<file path="src/rtl/spi_pkg.sv">
// Shared constants, state encoding and sizing helper for the SPI read link.
package spi_pkg;
  localparam int ADDR_W          = 5;
  localparam int DATA_W          = 16;
  localparam int SPI_EDGES       = 23;
  localparam int FIRST_ADDR_EDGE = 2;
  localparam int FIRST_DATA_EDGE = 8;

  typedef enum logic [2:0] {IDLE, SYNC, SETUP, SHIFT, DONE} spi_m_state_t;

  function automatic int div_cnt_w(input int div);
    return (div > 1) ? $clog2(div) : 1;
  endfunction
endpackage

</file>
<file path="src/rtl/spi_sck_gen.sv">
// Half-period divider: toggles sck every CLK_DIV cycles while run is high and
// flags the clk edge on which each toggle happens.
module spi_sck_gen
  import spi_pkg::*;
#(
  parameter int CLK_DIV = 2
) (
  input  logic clk,
  input  logic rst_n,
  input  logic run,
  input  logic hold,
  output logic sck,
  output logic rise,
  output logic fall
);
  localparam int            CW     = div_cnt_w(CLK_DIV);
  localparam logic [CW-1:0] RELOAD = CW'(CLK_DIV - 1);

  logic [CW-1:0] cnt;
  logic          tick;

  assign tick = run && (cnt == '0);
  assign rise = tick && !sck;
  assign fall = tick && sck;

  // hold keeps sck low but still reports the would-be rise, so the frame
  // owner can time its closing half-period without a second counter.
  always_ff @(posedge clk or negedge rst_n) begin
    if (!rst_n) begin
      cnt <= RELOAD;
      sck <= 1'b0;
    end else if (!run) begin
      cnt <= RELOAD;
      sck <= 1'b0;
    end else if (tick) begin
      cnt <= RELOAD;
      sck <= hold ? 1'b0 : ~sck;
    end else begin
      cnt <= cnt - CW'(1);
    end
  end
endmodule

</file>
<file path="src/rtl/spi_rd_master.sv">
// Mode-00 SPI read initiator: CS-high sync pulse, 5-bit address out, 16-bit
// word and error flag back, one-cycle response pulse per request.
module spi_rd_master
  import spi_pkg::*;
#(
  parameter int CLK_DIV = 2
) (
  input  logic              clk,
  input  logic              rst_n,
  input  logic              req_valid,
  input  logic [ADDR_W-1:0] req_addr,
  output logic              req_ready,
  output logic              rsp_valid,
  output logic [DATA_W-1:0] rsp_data,
  output logic              rsp_err,
  output logic              spi_sck,
  output logic              spi_cs_n,
  output logic              spi_mosi,
  input  logic              spi_miso,
  input  logic              spi_err_i
);
  localparam logic [4:0] E_LAST = 5'(SPI_EDGES);
  localparam logic [4:0] E_A_LO = 5'(FIRST_ADDR_EDGE - 1);
  localparam logic [4:0] E_A_HI = 5'(FIRST_ADDR_EDGE - 1 + ADDR_W);
  localparam logic [4:0] E_D_LO = 5'(FIRST_DATA_EDGE);

  spi_m_state_t      state, state_nx;
  logic [4:0]        edge_cnt;
  logic [ADDR_W-1:0] addr_sh;
  logic [DATA_W-1:0] rx_sh;
  logic              err_q;
  logic              run, hold, rise, fall;

  assign req_ready = (state == IDLE);
  assign run       = (state == SYNC) || (state == SETUP) || (state == SHIFT);
  assign hold      = (state == SHIFT) && (edge_cnt == E_LAST);

  spi_sck_gen #(.CLK_DIV(CLK_DIV)) u_sck (
    .clk  (clk),
    .rst_n(rst_n),
    .run  (run),
    .hold (hold),
    .sck  (spi_sck),
    .rise (rise),
    .fall (fall)
  );

  always_comb begin
    state_nx = state;
    unique case (state)
      IDLE:    if (req_valid) state_nx = SYNC;
      SYNC:    if (fall) state_nx = SETUP;
      SETUP:   if (rise) state_nx = SHIFT;
      SHIFT:   if (rise && hold) state_nx = DONE;
      DONE:    state_nx = IDLE;
      default: state_nx = IDLE;
    endcase
  end

  always_ff @(posedge clk or negedge rst_n) begin
    if (!rst_n) begin
      state     <= IDLE;
      edge_cnt  <= '0;
      addr_sh   <= '0;
      rx_sh     <= '0;
      err_q     <= 1'b0;
      spi_cs_n  <= 1'b1;
      spi_mosi  <= 1'b0;
      rsp_valid <= 1'b0;
      rsp_data  <= '0;
      rsp_err   <= 1'b0;
    end else begin
      state     <= state_nx;
      rsp_valid <= 1'b0;
      case (state)
        IDLE: if (req_valid) begin
          addr_sh  <= req_addr;
          edge_cnt <= '0;
        end
        SYNC:  if (fall) spi_cs_n <= 1'b0;
        SETUP: if (rise) edge_cnt <= 5'd1;
        SHIFT: begin
          if (rise && !hold) edge_cnt <= edge_cnt + 5'd1;
          // the suppressed 24th rise closes the frame
          if (rise && hold) begin
            spi_cs_n  <= 1'b1;
            rsp_valid <= 1'b1;
            rsp_data  <= rx_sh;
            rsp_err   <= err_q;
          end
          if (fall) begin
            // MOSI set up on the fall preceding rises 2..6, zero otherwise
            if (edge_cnt >= E_A_LO && edge_cnt < E_A_HI) begin
              spi_mosi <= addr_sh[ADDR_W-1];
              addr_sh  <= {addr_sh[ADDR_W-2:0], 1'b0};
            end else begin
              spi_mosi <= 1'b0;
            end
            if (edge_cnt >= E_D_LO) rx_sh <= {rx_sh[DATA_W-2:0], spi_miso};
            if (edge_cnt == E_LAST) err_q <= spi_err_i;
          end
        end
        default: ;
      endcase
    end
  end
endmodule

</file>
<file path="config.mk">
export PLATFORM = sky130hd
export DESIGN_NAME = spi_rd_master
export DESIGN_NICKNAME = d
export VERILOG_FILES = /design/src/rtl/spi_pkg.sv /design/src/rtl/spi_sck_gen.sv /design/src/rtl/spi_rd_master.sv
export SDC_FILE = /design/constraint.sdc
export NUM_CORES = 1
export LEC_CHECK = 0
export CORE_ASPECT_RATIO = 1.1
export CORE_MARGIN = 1.5
export CORE_UTILIZATION = 54
export DETAILED_ROUTE_END_ITERATION = 7
export HOLD_SLACK_MARGIN = 0.12
export PLACE_DENSITY_LB_ADDON = 0.1
export SYNTH_ARGS = -nofsm -noshare
export SYNTH_HDL_FRONTEND = slang
export SYNTH_SLANG_ARGS = --single-unit
</file>
<file path="constraint.sdc">
create_clock -name clk -period 1.95 [get_ports clk]
set_input_delay 0.585 -clock clk [delete_from_list [all_inputs] [get_ports clk]]
set_output_delay 0.585 -clock clk [all_outputs]
set_load 0.05 [all_outputs]
</file>
== Word level (Yosys, flattened, before mapping) ==
Cells that the tools add are included.
Storage, ports and cells
  bits in registers: 52
  bits in latches: 0
  RAM bits: 0
  bits in read-only memories: 0
  output and inout bits: 22
  logic and storage cells: 78
  memories kept: 0
Operators by class
  add/sub/neg operators: 2
  $mul: 0
  divide/modulo/power cells: 0
  order comparisons: 3
  equality and inequality tests: 12
  shift operators: 0
  mux-type cells: 24
  bitwise gates (word level): 2
  reduce and logical (&&, ||, !) cells: 23
Operators by type and width (number)
  $mux 5: 6
  $pmux 5 s3: 1
  $mux 3: 4
  $pmux 3 s4: 1
  $reduce_and 4->1: 3
  $mux 1: 10
  $ne 2x2->1 const B: 5
  $pmux 5 s2: 1
  $reduce_and 3->1: 3
  $logic_and 1x1->1: 7
  $eq 3x2->1 const B: 2
  $ne 2x1->1 const B: 3
  $add 5x1->5 const B: 1
  $eq 5x5->1 const B: 1
  $ge 5x1->1 const B: 1
  $ge 5x4->1 const B: 1
  $lt 5x3->1 const B: 1
  $reduce_and 2->1: 2
  $reduce_bool 2->1: 2
  $eq 3x1->1 const B: 1
  $logic_not 3->1: 1
  $reduce_bool 3->1: 1
  $logic_not 1->1: 2
  $logic_or 1x1->1: 2
  3 further kinds: 4

== Longest topological paths before layout ==
Gate-level depths: netlist (run 1).
  word-level depth: 8
  depth in mapped cells: 7

== Hierarchy ==
A second synthesis (run 1) with hierarchy kept.
Second synthesis, totals
  cell total of the unflattened synthesis: 166
  area total of the unflattened synthesis: 2280.9 µm²
By module, submodules not included
  spi_rd_master: instances 1, cells each 158, area each 2190.9 µm², sequential area each 1252.5 µm²
  spi_sck_gen: instances 1, cells each 8, area each 90.1 µm², sequential area each 51.3 µm²

== Worst setup path after synthesis (run 1) ==
No wires, ideal clock.
  path type: flip-flop to output port
  start point: register state[2]
  end point: output port req_ready
  arrival time: 1.635 ns
  setup slack: -0.270 ns
  cell stages (with the launch flop): 3
  buffers on the path: 1
  cells stage by stage: dfrtp_1 -> clkbuf_1 -> nor3_1
On the way
  word-level cells in the longest chain between the ends: 1
Ends and longest elaborated chain
  start, declared: line spi_rd_master.sv:27  | spi_m_state_t state, state_nx;
  start signal, assigned: line spi_rd_master.sv:73  | state <= state_nx;
  $logic_not 3->1: line spi_rd_master.sv:34  | assign req_ready = (state == IDLE);
  end, declared: line spi_rd_master.sv:12  | output logic req_ready,
Every way passes these cells.

== Worst setup path after layout (run 1) ==
  start point: register state[1]
  end point: output port req_ready
Same word-level chain as after synthesis.

==> out/qor.json, run 1 <==
{
  "floorplan.die_area_um2": 4660,
  "power_density_nw_per_um2": 1050,
  "run_status": "finished, final reports clean",
  "antenna_violations_before_repair": 0,
  "detail_route.drc_violations": 0,
  "max_frequency_mhz": 537,
  "timing.clock.skew_ps": 4.11,
  "die_width_um": 65.2,
  "report.power.total_mw": 2.92,
  "share_of_flip_flops_with_an_asynchronous_set_or_reset_pct": 100,
  "timing.final.crit_period_ps": 1860,
  "critical-path-top-delay-family": "flip-flops",
  "finalHoldViolations": 0,
  "io_buffers": 31,
  "htreeDepth": 2,
  "clock_tree_from_tritoncts": "built",
  "p_leak_nw": 1.38,
  "io_pins": 32,
  "final.setup.tns_ps": 0,
  "route.final.wire_length_mm": 3.97,
  "mappedNetlistNets": 185,
  "synth_enable_flop_cells": 0,
  "worstPathCellList": "buf_4, nor3_2, buf_12",
  "cap_viol_max_count": 0,
  "cts_sinks": 52,
  "area_growth_pct": 21.3,
  "setup.worst_path.class": "reg2out",
  "setup_viol": 0,
  "clk-insertion-delay-late_ps": 300,
  "fp.coreArea_um2": 4020,
  "cts.path.max_buffers": 2,
  "first_pass_iters": 4,
  "ys_top_cells_by_count": "dfrtp_1 (50), mux2_2 (25), nand2_1 (14)",
  "critical_path.startpoint_type": "register",
  "ys_ff_latch": 52,
  "detail_route.vias_per_cell": 5.46,
  "post-route-util_pct": 69.4,
  "timing.hold.worst.class": "in2async",
  "grt_overflow": 0,
  "clkSlewWorstSetupHoldPaths_ps": 90,
  "synth_seq_area_share_pct": 56.7,
  "ff_latch_area_um2": 1300,
  "grt_pass1_wl_mm": 6.95,
  "drive_above_1_share_pct": 38.8,
  "worst-r2r-setup-slack_ps": 160,
  "hold-worst-slack_ps": 227,
  "multiInputGateArea_um2": 918,
  "synth_top_area_share_pct": 54.4,
  "ys_dominant_reg_cell": "dfrtp_1",
  "cts_made_buffers": 5,
  "final_min_period_over_clock_period_pct": 95.4,
  "tightest_slew_ps": 529,
  "wirelength_per_cell_um": 14.9,
  "reg2reg_depth": 5,
  "post-dp-hpwl_mm": 2.91,
  "worst_setup_path_end_kind": "output pin",
  "grt_pass1_vias": 1509,
  "syn_area_um2": 2300,
  "sum_of_buffers_and_inverters_on_the_critical_path": 2,
  "insertedDiodeCount": 0,
  "layout.nets": 225,
  "row_count": 24,
  "synth-warning-count": 0,
  "netlist.top_cell.by_area": "dfrtp_1",
  "final_max_slew_viol_count": 0,
  "drt_iter0_markers": 63,
  "place_area_um2": 2710,
  "netlist_instances": 173,
  "avgSynthCellArea_um2": 13.3,
  "cp_num_cells": 3,
  "vias": 1452,
  "initial_core_util_pct": 57.2,
  "root_buffer": "clkbuf_8",
  "cts-resized-gates": 0,
  "rsz0062_at_grt": "false",
  "postCtsHoldBufs": 0,
  "power.ir.vdd_worst_v": 0.000591,
  "chipHeight_um": 71.5,
  "critical_path_peak_fanout": 10,
  "cts.repair_timing.setup_buffer_count": 0,
  "worst-endpoint-arrival_ps": 1280,
  "layout.cell_area.non_filler_um2": 2790,
  "post_synth_num_cell_types": 40,
  "maximum_number_of_pins_on_one_net_before_global_route_repair": 20,
  "crit_path_max_incr_delay_ps": 400,
  "synth_area_leaders": "dfrtp_1 (54%), mux2_2 (12%), mux2_4 (6.5%), dfstp_2 (2.3%), nand2_1 (2.3%)",
  "gpl.final_weighted_congestion": 0.848,
  "ant_nets": 0,
  "synth.most_common_cell": "dfrtp_1",
  "cp_data_required_time_ps": 1360,
  "maxSlewHeadroom_pct": 64.6,
  "filler_cell_count": 314,
  "globalRouteTotalUtil_pct": 19.9,
  "critical_path.slowest_cell": "dfrtp_1"
}
-- flip-flops by register name, indices dropped and copies added (netlist names) --
register,cells
rx_sh,16
rsp_err,1
err_q,1
spi_cs_n,1
edge_cnt,5
state,3
rsp_valid,1
addr_sh,5
u_sck.cnt,1
spi_mosi,1
u_sck.sck,1
rsp_data,16
-- layer usage --
metal | routed length [um] | up-vias | global-route usage (%)
met3 | 190 | 5 | 5.97
met1 | 1760 | 722 | 25.4
met5 | 0 | - | 0
met4 | 65 | 0 | 7.64
met2 | 1950 | 32 | 32.1
li1 | - | 693 | -
-- worst paths after layout --
check                                 start           to
min in group clk                 addr_sh[0]   addr_sh[0]
worst max-delay path               state[1]    req_ready
worst min register to register   addr_sh[0]   addr_sh[0]
worst min-delay path                  rst_n   addr_sh[2]
worst max register to register  edge_cnt[0]  rsp_data[5]
max in group asynchronous             rst_n    rx_sh[13]
-- cell usage in the layout, fill, tap and decap left out, types with 6 or more instances in the layout --
cell type        synthesis  routed
mux2_2                  25      25
nand2_1                 14      14
dfrtp_1                 50      50
buf_4                    1      25
a21oi_1                  6       6
clkdlybuf4s50_1          0       8
buf_12                   1       6
o21ai_0                  9       9
inv_1                    7       7
mux2_4                  10      10
-- report_power, final --
| group | leakage [nW] | internal [mW] | total (mW) | switching [mW] |
|---|---|---|---|---|
| clock network | 0.0412 | 0.251 | 0.584 | 0.333 |
| registers | 0.696 | 1.23 | 1.40 | 0.166 |
| logic | 0.646 | 0.435 | 0.940 | 0.506 |
-- stage by stage --
stage | setup WS [ps] | cells
final | 89.4 | 266
after global routing | 34.2 | 266
after CTS | 76.1 | 266
after detailed placement | 8.67 | 258
after global placement | 62.4 | 258
after floorplan | 54.1 | 173
-- layout make-up --
type	instances	share of cell area, %
timing repair buffer	40	14.1
clock buffer	6	2.60
sequential	52	46.7
clock inverter	2	0.448
multi-input combinational	107	32.9
inverter	7	0.941
tap	52	2.33
-- cell families after synthesis --
logic type | count (synthesis) | synth area share (%)
AOI/OAI and AO/OA | 25 | 7.78
DFF | 52 | 56.7
xor gates and xnor gates | 1 | 0.381
buffers and inverters | 14 | 3.64
adders and majority gates | 2 | 1.09
and+or+nand+nor | 40 | 9.95
muxes | 39 | 20.5
(Power assumes the default switching activity.)
==> inputs of run 2 (changes only) <==
- clock period: 1.95 -> 2 ns (I/O delays scaled with it)
==> run 2 against run 1 <==
Effect of this change: die area is the same; non-clock buffer count grew 2; clock skew grew 0.59 ps; count of clock-buffer cells in the layout grew 1; clock power shrank 4.5%; first-iteration DRC count grew 68%; final cell count grew 0.75%; flip-flop and latch count is the same; critical endpoint unchanged; wire length grew 4.4%; highest routed layer unchanged.
==> out/qor.json, run 2 (same netlist as run 1, synthesis figures left out) <==
{
  "run_status": "finished, final reports clean",
  "clock_tree_from_tritoncts": "built",
  "maximum_number_of_pins_on_one_net_before_global_route_repair": 20,
  "ant_nets": 0,
  "critical_path_peak_fanout": 9,
  "initial_core_util_pct": 57.2,
  "layout_commonest_cell": "dfrtp_1",
  "grt_pass1_vias": 1471,
  "worst_setup_path_end_kind": "output pin",
  "cp_data_required_time_ps": 1400,
  "cts_sinks": 52,
  "drive_above_1_share_pct": 38.9,
  "chipHeight_um": 71.5,
  "grt_pass1_wl_mm": 7.02,
  "final_cells": 268,
  "power.ir.vdd_worst_v": 0.000443,
  "post-dp-hpwl_mm": 3.07,
  "layout.nets": 227,
  "root_buffer": "clkbuf_8",
  "cts_made_buffers": 5,
  "timing.final.crit_period_ps": 1870,
  "place_area_um2": 2700,
  "area_growth_pct": 20.7,
  "route.final.wire_length_mm": 4.15,
  "final_max_slew_viol_count": 0,
  "final.setup.tns_ps": 0,
  "fp.coreArea_um2": 4020,
  "clkSlewWorstSetupHoldPaths_ps": 80,
  "worst-endpoint-arrival_ps": 1270,
  "final_min_period_over_clock_period_pct": 93.4,
  "setup.worst_path.class": "reg2out",
  "detail_route.vias_per_cell": 5.48,
  "p_leak_nw": 1.38,
  "gpl.final_weighted_congestion": 0.838,
  "die_width_um": 65.2,
  "first_pass_iters": 4,
  "maxSlewHeadroom_pct": 62.9,
  "largestRegisters": "rsp_data: 16 flops, rx_sh: 16 flops",
  "timing.hold.worst.class": "in2async",
  "vias": 1468,
  "clk-insertion-delay-late_ps": 300,
  "row_count": 24,
  "finalHoldViolations": 0,
  "postCtsHoldBufs": 0,
  "wirelength_per_cell_um": 15.5,
  "cts.repair_timing.setup_buffer_count": 0,
  "power_density_nw_per_um2": 1020,
  "cts.path.max_buffers": 2,
  "max_frequency_mhz": 535,
  "floorplan.die_area_um2": 4660,
  "antenna_violations_before_repair": 0,
  "detail_route.drc_violations": 0,
  "io_pins": 32,
  "drt_iter0_markers": 106,
  "io_buffers": 31,
  "layout_common_cells": "dfrtp_1 (50), buf_4 (29), mux2_2 (25), nand2_1 (14), mux2_4 (10)",
  "grt_overflow": 0,
  "setup_viol": 0,
  "cts-resized-gates": 0,
  "globalRouteTotalUtil_pct": 20.1,
  "timing.clock.skew_ps": 4.70,
  "insertedDiodeCount": 0,
  "rsz0062_at_grt": "false",
  "numPlacedInstances": 260,
  "tightest_slew_ps": 553,
  "layout.cell_area.non_filler_um2": 2780,
  "cap_viol_max_count": 0,
  "critical_path.startpoint_type": "register",
  "htreeDepth": 2
}
==> run 2: changes by cell type in the layout (fill, tap and decap cells not counted), sizes merged <==
cell      change
clkbuf        +1
buf           +2
clkinvlp      -1
==> run 2: power by group <==
group          total (mW)  internal, mW  switching [mW]  leakage (nW)
Sequential           1.34          1.20           0.136         0.696
Combinational       0.938         0.412           0.526         0.644
Clock               0.558         0.246           0.312        0.0422
==> run 2: final timing paths <==
check                               end  cells after the start  slack [ps]        start
min                          addr_sh[4]                      1         240        rst_n
min reg2reg                  addr_sh[0]                      2         480   addr_sh[0]
max reg2reg                rsp_data[12]                      5         230  edge_cnt[0]
max in group asynchronous     rx_sh[13]                      2        1190        rst_n
max                           req_ready                      3         130     state[0]
min in group clk             addr_sh[0]                      2         480   addr_sh[0]
==> run 2: metal layers <==
metal  track usage [%]  wire length [um]
met1              24.4              1760
met2              35.7              2190
met3              3.45               126
met4              7.64                76
met5                 0                 0
==> run 2: per-stage QoR <==
step                      utilization (%)  power, mW  setup WS [ps]  hold slack (ps)
after floorplan                         -       2.04            104              304
after global placement               67.0       2.25            103              456
after detailed placement             67.0       2.31           55.3              465
after CTS                            69.0       2.86            118              243
after global routing                 69.0       3.02           63.7              263
final                                69.0       2.83            132              236
==> run 2: worst max-delay path: stages, from the launching register on <==
cell and delay [ps]:
dfrtp_1 390, buf_4 170, nor3_2 250, buf_12 170
==> run 2: final cells by class <==
class | count | area (um^2)
clock buffers | 7 | 76.3
clock inverters | 1 | 5.00
multi-input cells | 107 | 918
well taps | 52 | 65.1
repair buffers | 42 | 383
flip-flops and latches | 52 | 1300
fillers | 318 | 1250
inverters | 7 | 26.3
==> inputs of run 3 (changes only) <==
- CORE_UTILIZATION: 54 -> 55
- CTS_BUF_LIST: not set -> sky130_fd_sc_hd__clkbuf_4
- clock period: 2 -> 2.39 ns (I/O delays scaled with it)
==> run 3 against run 2 <==
Effect of this change: clock skew rose by 5.3 ps; final area is 1.3% lower; flip-flop and latch count did not move; first-iteration DRC count decreased by 31%; worst setup slack lost 7.8 ps; die area down 1.7%; count of clock-buffer cells in the layout decreased by 2; via count decreased by 2.1%; register-to-register slack gained 130 ps; final cell count decreased by 2.6%; largest cell class unchanged; largest power group unchanged; highest routed layer unchanged.
==> out/qor.json, run 3 (same netlist as run 1, synthesis figures left out) <==
{
  "detail_route.drc_violations": 0,
  "maxSlewHeadroom_pct": 64.4,
  "route.final.wire_length_mm": 3.88,
  "ant_nets": 0,
  "internal_power_mw": 1.53,
  "max_frequency_mhz": 441,
  "finalHoldViolations": 0,
  "worstPathCellList": "clkdlybuf4s50_1",
  "clockPowerShare_pct": 20.7,
  "final.setup.tns_ps": 0,
  "timing.hold.worst.class": "in2async",
  "layout.cell_area.non_filler_um2": 2740,
  "power.ir.vdd_worst_v": 0.000499,
  "detail_route.vias_per_cell": 5.51,
  "run_status": "finished, final reports clean",
  "sum_of_buffers_and_inverters_on_the_critical_path": 1,
  "p_comb_share_pct": 29.9,
  "filler_cell_count": 295,
  "chipHeight_um": 70.8,
  "rsz0062_at_grt": "false",
  "root_buffer": "clkbuf_4",
  "antenna_violations_before_repair": 0,
  "grt_overflow": 0,
  "vias": 1437,
  "crit_path_max_incr_delay_ps": 810,
  "layout_common_cells": "dfrtp_1 (50), clkdlybuf4s50_1 (27), mux2_2 (25), nand2_1 (14), mux2_4 (10)",
  "initial_core_util_pct": 57.6,
  "io_pins": 32,
  "drt_iter0_markers": 73,
  "tightest_slew_ps": 533,
  "grt_pass1_vias": 1511,
  "row_count": 24,
  "power_density_nw_per_um2": 851,
  "cap_viol_max_count": 0,
  "critical_path_peak_fanout": 2,
  "postCtsHoldBufs": 0,
  "clock_tree_from_tritoncts": "built",
  "clkSlewWorstSetupHoldPaths_ps": 150,
  "critical_path.slowest_cell": "clkdlybuf4s50_1",
  "setup.worst_path.class": "reg2out",
  "swShare_pct": 34.5,
  "cts.path.max_buffers": 2,
  "globalRouteTotalUtil_pct": 19.3,
  "worst-endpoint-arrival_ps": 1550,
  "area_growth_pct": 19.1,
  "critical_path.startpoint_type": "register",
  "worst_setup_path_end_kind": "output pin",
  "gpl.final_weighted_congestion": 0.894,
  "cts_made_buffers": 5,
  "layout.nets": 220,
  "timing.clock.skew_ps": 10.0,
  "report.power.total_mw": 2.33,
  "cp_data_required_time_ps": 1670,
  "floorplan.die_area_um2": 4580,
  "power_switching_mw": 0.805,
  "grt_pass1_wl_mm": 6.92,
  "cts.repair_timing.setup_buffer_count": 0,
  "first_pass_iters": 4,
  "layout_commonest_cell": "dfrtp_1",
  "cts-resized-gates": 0,
  "cts_sinks": 52,
  "final_max_slew_viol_count": 0,
  "sequentialPowerShare_pct": 49.4,
  "wirelength_per_cell_um": 14.9,
  "drive_above_1_share_pct": 27.8,
  "place_area_um2": 2660,
  "final_min_period_over_clock_period_pct": 94.8,
  "htreeDepth": 2,
  "clk-insertion-delay-late_ps": 360,
  "maximum_number_of_pins_on_one_net_before_global_route_repair": 53,
  "io_buffers": 31,
  "fp.coreArea_um2": 3990,
  "p_leak_nw": 1.31,
  "insertedDiodeCount": 0,
  "setup_viol": 0,
  "critical-path-top-delay-family": "buffers and inverters",
  "timing.final.crit_period_ps": 2270,
  "largestRegisters": "rsp_data: 16 flops, rx_sh: 16 flops",
  "die_width_um": 64.7,
  "post-dp-hpwl_mm": 2.69
}
==> run 3: stage by stage <==
stage               setup slack, ps  cells  hold slack [ps]  utilization (%)
floorplan                      38.4    173              421                -
global placement                226    253              462             66.6
detailed placement              194    253              463             66.6
CTS                            83.3    261              310             68.6
global route                   38.3    261              312             68.6
finish                          124    261              316             68.6
==> run 3: final timing paths <==
path                        startpoint      endpoint  slack (ps)  depth (start not counted)
max                        rsp_data[9]   rsp_data[9]         120                          1
min                              rst_n   edge_cnt[1]         320                          2
max reg2reg                edge_cnt[0]  rsp_data[11]         360                          4
min reg2reg                 addr_sh[0]    addr_sh[0]         490                          2
max in group asynchronous        rst_n      spi_cs_n        1790                          2
min in group clk            addr_sh[0]    addr_sh[0]         490                          2
==> run 3: power by group through the flow <==
stage / Clock, mW / Sequential [mW] / Combinational, mW
2_1_floorplan: 0 / 1.16 / 0.549
3_3_place_gp: 0 / 1.16 / 0.688
3_5_place_dp: 0 / 1.17 / 0.702
4_1_cts: 0.507 / 1.15 / 0.705
5_1_grt: 0.538 / 1.18 / 0.776
6_report: 0.484 / 1.15 / 0.697
==> run 3: metal layers <==
layer	global-route usage (%)	part of all wire (%)
met1	24.0	42
met2	32.4	51
met3	6.04	4.8
met4	6.15	1.4
met5	0	0
==> run 3: layout make-up <==
cell class / count / area (um^2) / area share [%]
multi-input cells: 107 / 913 / 33.3
repair buffers: 35 / 353 / 12.9
well taps: 52 / 65.1 / 2.37
flip-flops and latches: 52 / 1300 / 47.6
clock buffers: 5 / 37.5 / 1.37
inverters: 7 / 26.3 / 0.958
clock inverters: 3 / 42.5 / 1.55
